==> src/rtl/prod_accum.sv <==
// Frame accumulator for signed 16-bit products with a ready/valid result hold.
// Define PROD_ACCUM_SAT_EN to saturate on overflow and report a sticky out_ovf.
module prod_accum #(
  parameter int ACC_W = 20
) (
  input  logic             clk,
  input  logic             rst,
  input  logic             clear,
  input  logic [7:0]       len,
  input  logic             in_valid,
  input  logic [15:0]      in_data,
  output logic             in_ready,
  output logic             out_valid,
  input  logic             out_ready,
  output logic [ACC_W-1:0] out_data,
  output logic             out_ovf
);

  typedef enum logic [1:0] {IDLE, ACC, HOLD} state_t;

  state_t           state_q, state_d;
  logic [ACC_W-1:0] acc_q, acc_d;
  logic [8:0]       cnt_q, cnt_d;
  logic [8:0]       len_q, len_d;
  logic             out_valid_q, out_valid_d;
  logic             ovf_q, ovf_d;

  logic [ACC_W-1:0] ext;
  logic [ACC_W-1:0] sum;
  logic [ACC_W-1:0] add_res;
  logic [8:0]       len_eff;
  logic [8:0]       cnt_inc;
  logic             accept;
`ifdef PROD_ACCUM_SAT_EN
  logic             add_ovf;
`endif

  assign in_ready  = (state_q != HOLD) || out_ready;
  assign out_valid = out_valid_q;
  assign out_data  = acc_q;
`ifdef PROD_ACCUM_SAT_EN
  assign out_ovf   = ovf_q;
`else
  assign out_ovf   = 1'b0;
`endif

  always_comb begin
    ext     = {{(ACC_W-16){in_data[15]}}, in_data};
    sum     = acc_q + ext;
    len_eff = (len == 8'd0) ? 9'd256 : {1'b0, len};
    cnt_inc = cnt_q + 9'd1;
    accept  = in_valid && in_ready;
`ifdef PROD_ACCUM_SAT_EN
    add_ovf = (acc_q[ACC_W-1] == ext[ACC_W-1]) && (sum[ACC_W-1] != acc_q[ACC_W-1]);
    // Clamp direction follows the shared operand sign.
    if (add_ovf)
      add_res = acc_q[ACC_W-1] ? {1'b1, {(ACC_W-1){1'b0}}} : {1'b0, {(ACC_W-1){1'b1}}};
    else
      add_res = sum;
`else
    add_res = sum;
`endif

    state_d = state_q;
    acc_d   = acc_q;
    cnt_d   = cnt_q;
    len_d   = len_q;
    ovf_d   = ovf_q;

    if (clear) begin
      state_d = IDLE;
      acc_d   = '0;
      cnt_d   = '0;
      ovf_d   = 1'b0;
    end else begin
      unique case (state_q)
        IDLE, HOLD: begin
          // A new frame may start straight out of HOLD when the result is taken.
          if (accept) begin
            acc_d   = ext;
            cnt_d   = 9'd1;
            len_d   = len_eff;
            ovf_d   = 1'b0;
            state_d = (len_eff == 9'd1) ? HOLD : ACC;
          end else if (state_q == HOLD && out_ready) begin
            state_d = IDLE;
          end
        end
        ACC: begin
          if (accept) begin
            acc_d = add_res;
            cnt_d = cnt_inc;
`ifdef PROD_ACCUM_SAT_EN
            ovf_d = ovf_q || add_ovf;
`endif
            if (cnt_inc == len_q) state_d = HOLD;
          end
        end
        default: state_d = IDLE;
      endcase
    end

    out_valid_d = (state_d == HOLD);
  end

  always_ff @(posedge clk) begin
    if (rst) begin
      state_q     <= IDLE;
      acc_q       <= '0;
      cnt_q       <= '0;
      len_q       <= '0;
      out_valid_q <= 1'b0;
      ovf_q       <= 1'b0;
    end else begin
      state_q     <= state_d;
      acc_q       <= acc_d;
      cnt_q       <= cnt_d;
      len_q       <= len_d;
      out_valid_q <= out_valid_d;
      ovf_q       <= ovf_d;
    end
  end

endmodule

==> config.mk <==
export PLATFORM = sky130hd
export DESIGN_NAME = prod_accum
export DESIGN_NICKNAME = d
export VERILOG_FILES = /design/src/rtl/prod_accum.sv
export SDC_FILE = /design/constraint.sdc
export NUM_CORES = 1
export LEC_CHECK = 0
export ABC_AREA = 1
export CAP_MARGIN = 30
export CORE_MARGIN = 2
export CORE_UTILIZATION = 54
export CTS_CLUSTER_SIZE = 30
export DETAILED_ROUTE_END_ITERATION = 12
export GPL_TIMING_DRIVEN = 1
export PLACE_DENSITY = 0.85
export SYNTH_ARGS = -nofsm -noshare
export SYNTH_HDL_FRONTEND = slang
export SYNTH_SLANG_ARGS = --single-unit
==> constraint.sdc <==
create_clock -name clk -period 2.64 [get_ports clk]
set_clock_uncertainty 0.15 [all_clocks]
set_input_delay 0.528 -clock clk [delete_from_list [all_inputs] [get_ports clk]]
set_output_delay 0.528 -clock clk [all_outputs]
set_load 0.005 [all_outputs]
**After elaboration in Yosys (flattened, before gate mapping)**

Cells that the tools add are included.

- Input bits: 29
- Word-level logic and storage cells: 40
- Bits in registers: 41

- Bitwise logic cells: 1
- Reduce and logical (&&, ||, !) cells: 10
- Muxes and demuxes: 14
- Add/subtract/negate cells: 2
- Eq/ne operators: 8

Operators with widths:

| operator | count |
|---|---|
| $mux W20 | 2 |
| $pmux W20 S2 | 1 |
| $mux W9 | 3 |
| $add A20 B20 Y20 | 1 |
| $pmux W9 S2 | 1 |
| $mux W2 | 6 |
| $add A9 B1 Y9 const B | 1 |
| $eq A9 B1 Y1 const B | 1 |
| $eq A9 B9 Y1 | 1 |
| $logic_not A8 Y1 | 1 |
| $ne A2 B2 Y1 const B | 3 |
| $reduce_and A3 Y1 | 2 |
| $eq A2 B2 Y1 const B | 2 |
| $pmux W2 S2 | 1 |
| $reduce_or A2 Y1 | 2 |
| $eq A2 B1 Y1 const B | 1 |
| $logic_and A1 B1 Y1 | 2 |
| $logic_not A2 Y1 | 1 |
| $reduce_bool A2 Y1 | 1 |
| $logic_or A1 B1 Y1 | 1 |
| $not A1 Y1 | 1 |

**Logic depth before layout (Yosys ltp)**

- Depth after elaboration: 8
- Depth in mapped cells: 15

**Least setup slack after synthesis**

Ideal clock, no wire load.

- Kind: input to register
- Start point: in in_data[0]
- End point: reg acc_q[14] (netlist: out_data[14])
- Required time: 2,358 ps
- Arrival time: 1,886 ps
- Cell stages on the path: 13
- Setup slack: 472 ps
- Path buffers: 0
- Cell sequence: ha_1 inv_1 fa_1 inv_1 nand3_1 nand2_1 nand2_1 nand2_1 nand3_1 nand3_1 nand2_1 o21ai_0 a21oi_1

- Cells in the longest elaborated chain, start to end: 3

Ends and longest elaborated chain:

| item | RTL line | source |
|---|---|---|
| start, declared | 11 | `input logic [15:0] in_data,` |
| $add A20 B20 Y20 | 49 | `sum = acc_q + ext;` |
| $mux W20 | 90 | `if (accept) begin` |
| $pmux W20 S2 | 76 | `unique case (state_q)` |
| end signal, assigned | 109 | `acc_q <= '0;` |
| end signal, assigned | 116 | `acc_q <= acc_d;` |
| end, declared | 22 | `logic [ACC_W-1:0] acc_q, acc_d;` |

Every way passes these cells. The select of a mux whose other input is x is not followed.
A chain may end at the register's enable or synchronous reset.

**Final worst setup path**

- Start point: in in_data[0]
- End point: reg acc_q[18] (netlist: out_data[18])

The elaborated chain is that of the path after synthesis.

==> results.json <==
{
  "status": "finished, final reports clean",
  "synthXorXnorAreaFrac": 0.0315,
  "max_freq_ghz": 0.400,
  "leakage_nw": 1.86,
  "gp_congestion": 0.880,
  "p_switching_mw": 0.469,
  "dp_slack_ns": -0.158,
  "grt_pass1_vias": 3120,
  "via_per_inst": 5.36,
  "synth_edf_count": 0,
  "tightestPinTransition_ns": 0.529,
  "die_area_mm2": 0.00652,
  "crit_end": "out_data[18]",
  "antenna_found_initial": 0,
  "crit_start": "in_data[0]",
  "initial_utilization": 0.567,
  "p_comb_frac": 0.239,
  "fillers": 496,
  "muxShareOfSynthArea": 0,
  "cts_max_level": 2,
  "endpoint_kind": "flop",
  "drive_above_1_share": 0.0772,
  "drt-wirelength-per-cell_um": 12.9,
  "avgSynthCellArea_um2": 6.30,
  "synth_fa_ha_area_frac": 0.0850,
  "grt_pass1_wl_um": 13600,
  "setup-tns-final_ns": 0,
  "drtIter0Drc": 229,
  "final_hold_viol_count": 0,
  "drc": 0,
  "r2r_slack_ns": 0.43,
  "setup_ws_ns": 0.142,
  "num_io_pins": 52,
  "clockRootBuffer": "clkbuf_8",
  "ys.flop_type": "dfxtp_1",
  "yosys-top-cells-area": "dfxtp_1 26%, nand2_1 16%, a21oi_1 9.6%, ha_1 7.9%, inv_1 7.2%",
  "synth_commonest_cells": "134 x nand2_1, 61 x a21oi_1, 61 x inv_1",
  "nNetsFinal": 619,
  "seq_area_frac_synth": 0.258,
  "p_int_mw": 1.12,
  "clkPwrFrac": 0.346,
  "synth-compound-area-share": 0.175,
  "drt_wl_total_um": 8280,
  "n_antenna_cell": 0,
  "p_per_area_mw_per_mm2": 399,
  "clkTransAtPathRegs_ns": 0.09,
  "num_vias": 3442,
  "synth_simple_gate_area_frac": 0.354,
  "hold_ws_ns": 0.338,
  "path_max_fanout": 4,
  "min_period_ns": 2.50,
  "rr_startpoint": "cnt_q[0]",
  "dieWidth_um": 80.7,
  "drv_cap": 0,
  "syn_nets": 555,
  "core.rowCount": 27,
  "seq_power_share": 0.415,
  "synth_top_family_by_area": "simple AND/OR/NAND/NOR gates",
  "grt-ovfl-total": 0,
  "slew_headroom": 0.646,
  "r2r_end": "out_valid",
  "critPathKind": "in -> reg",
  "yosysWarningCount": 0,
  "yosys.area.top_type": "dfxtp_1",
  "ys_ff_latch": 41,
  "finalSetupViolations": 0,
  "min_from": "len_q[1]",
  "dr.pass1.iters": 4,
  "syn_area_mm2": 0.00318,
  "finalCritPeriodShare": 0.946,
  "start_kind": "input port",
  "cts_buffers": 5,
  "peakVddDrop_mv": 0.325,
  "cts_tree": "done",
  "clock_latency_ns": 0.30,
  "hold_path_class": "reg -> reg",
  "cts_sinks": 41,
  "ff2ff_path_depth": 10,
  "arrival_ns": 2.59,
  "syn_inst": 505,
  "yosysMostFrequentCell": "nand2_1",
  "switching_share": 0.295,
  "place_hpwl_um": 6420,
  "dieHeight_um": 80.7,
  "core-area_mm2": 0.00561,
  "drv_slew": 0,
  "gr-usage-all-layers": 0.266,
  "detail-route-antenna-nets": 0,
  "grt_max_degree": 20,
  "synth_top_area_frac": 0.258,
  "clock_path_buffers": 2,
  "syn_to_final_growth_pct": 25.1,
  "cts_setup_buffers": 0,
  "critPathRequiredTime_ns": 2.73,
  "postSynth.asyncResetShare": 0,
  "ys_types": 32,
  "portBuffers": 50
}
==> worst min-delay path by stage <==
stage / endpoint / slack (ns) / depth (start not counted)
3_3_place_gp: len_q[5] / 0.31 / 2
3_5_place_dp: len_q[1] / 0.32 / 2
6_report: len_q[1] / 0.34 / 2
4_1_cts: len_q[5] / 0.33 / 2
5_1_grt: len_q[2] / 0.37 / 2
2_1_floorplan: len_q[5] / 0.29 / 2
==> final cells by class <==
| class | count | area, um2 | area share |
|---|---|---|---|
| inverters | 62 | 233 | 0.0585 |
| clock buffers | 6 | 82.6 | 0.0208 |
| multi-input cells | 389 | 2060 | 0.519 |
| clock inverters | 2 | 37.5 | 0.00943 |
| flip-flops and latches | 41 | 821 | 0.206 |
| well taps | 72 | 90.1 | 0.0226 |
| repair buffers | 70 | 651 | 0.164 |
==> routing by layer <==
layer | up-vias | wire (um) | track usage
met5 | - | 0 | 0
met4 | 0 | 135 | 0.0746
li1 | 1776 | - | -
met3 | 15 | 377 | 0.0444
met2 | 103 | 3780 | 0.429
met1 | 1548 | 3990 | 0.368
==> cell families after synthesis <==
| kind of cell | Yosys count |
|---|---|
| other cells | 1 |
| simple gates | 257 |
| compound gates | 101 |
| xor+xnor | 9 |
| flops | 41 |
| fa+ha+maj | 21 |
| buf+inv | 75 |
==> cell usage in the layout (no fill, tap or decap), types with 5 or more instances in the layout <==
| cell | n |
|---|---|
| a211oi_1 | 10 |
| a21o_1 | 5 |
| a21oi_1 | 61 |
| buf_4 | 20 |
| clkbuf_8 | 6 |
| clkdlybuf4s50_1 | 50 |
| dfxtp_1 | 41 |
| ha_1 | 20 |
| inv_1 | 61 |
| nand2_1 | 131 |
| nand3_1 | 41 |
| nand4_1 | 7 |
| nor2_1 | 57 |
| o21ai_0 | 18 |
| xor2_1 | 6 |
==> repair_timing <==
item | in CTS | in global routing
gates resized for setup | 0 | 4
hold buffers | 0 | 0
setup endpoints to repair | 0 | 4
==> metrics by stage <==
stage	power, mW	std cells	util	area, um2
global route	1.67	642	0.710	3980
floorplan	0.893	505	-	3180
finish	1.59	642	0.710	3980
CTS	1.59	642	0.708	3970
global placement	1.04	634	0.687	3850
detailed placement	1.05	634	0.687	3850
==> power groups by stage <==
stage / clock, mW / combinational (mW) / sequential [mW]
after floorplan: 0 / 0.221 / 0.671
after global placement: 0 / 0.362 / 0.673
after detailed placement: 0 / 0.371 / 0.674
after CTS: 0.558 / 0.374 / 0.659
after global routing: 0.583 / 0.421 / 0.663
final: 0.549 / 0.380 / 0.659
==> state kept, by name, summed over array words and instances (netlist names) <==
name	flops
out_valid	1
len_q	9
state_q	2
cnt_q	9
out_data	20
==> worst max-delay path, cell delays in order <==
cell and delay [ns]:
clkdlybuf4s50_1 0.48, ha_1 0.17, inv_1 0.06, fa_1 0.39, inv_1 0.07, nand3_1 0.08
nand2_2 0.12, nand2_1 0.08, nand2_2 0.10, nand2_1 0.06, nand2_1 0.09, nand2_1 0.09
nand3b_1 0.09, nand3_1 0.07, a21oi_1 0.11
Power figures use the tool's default switching activity.
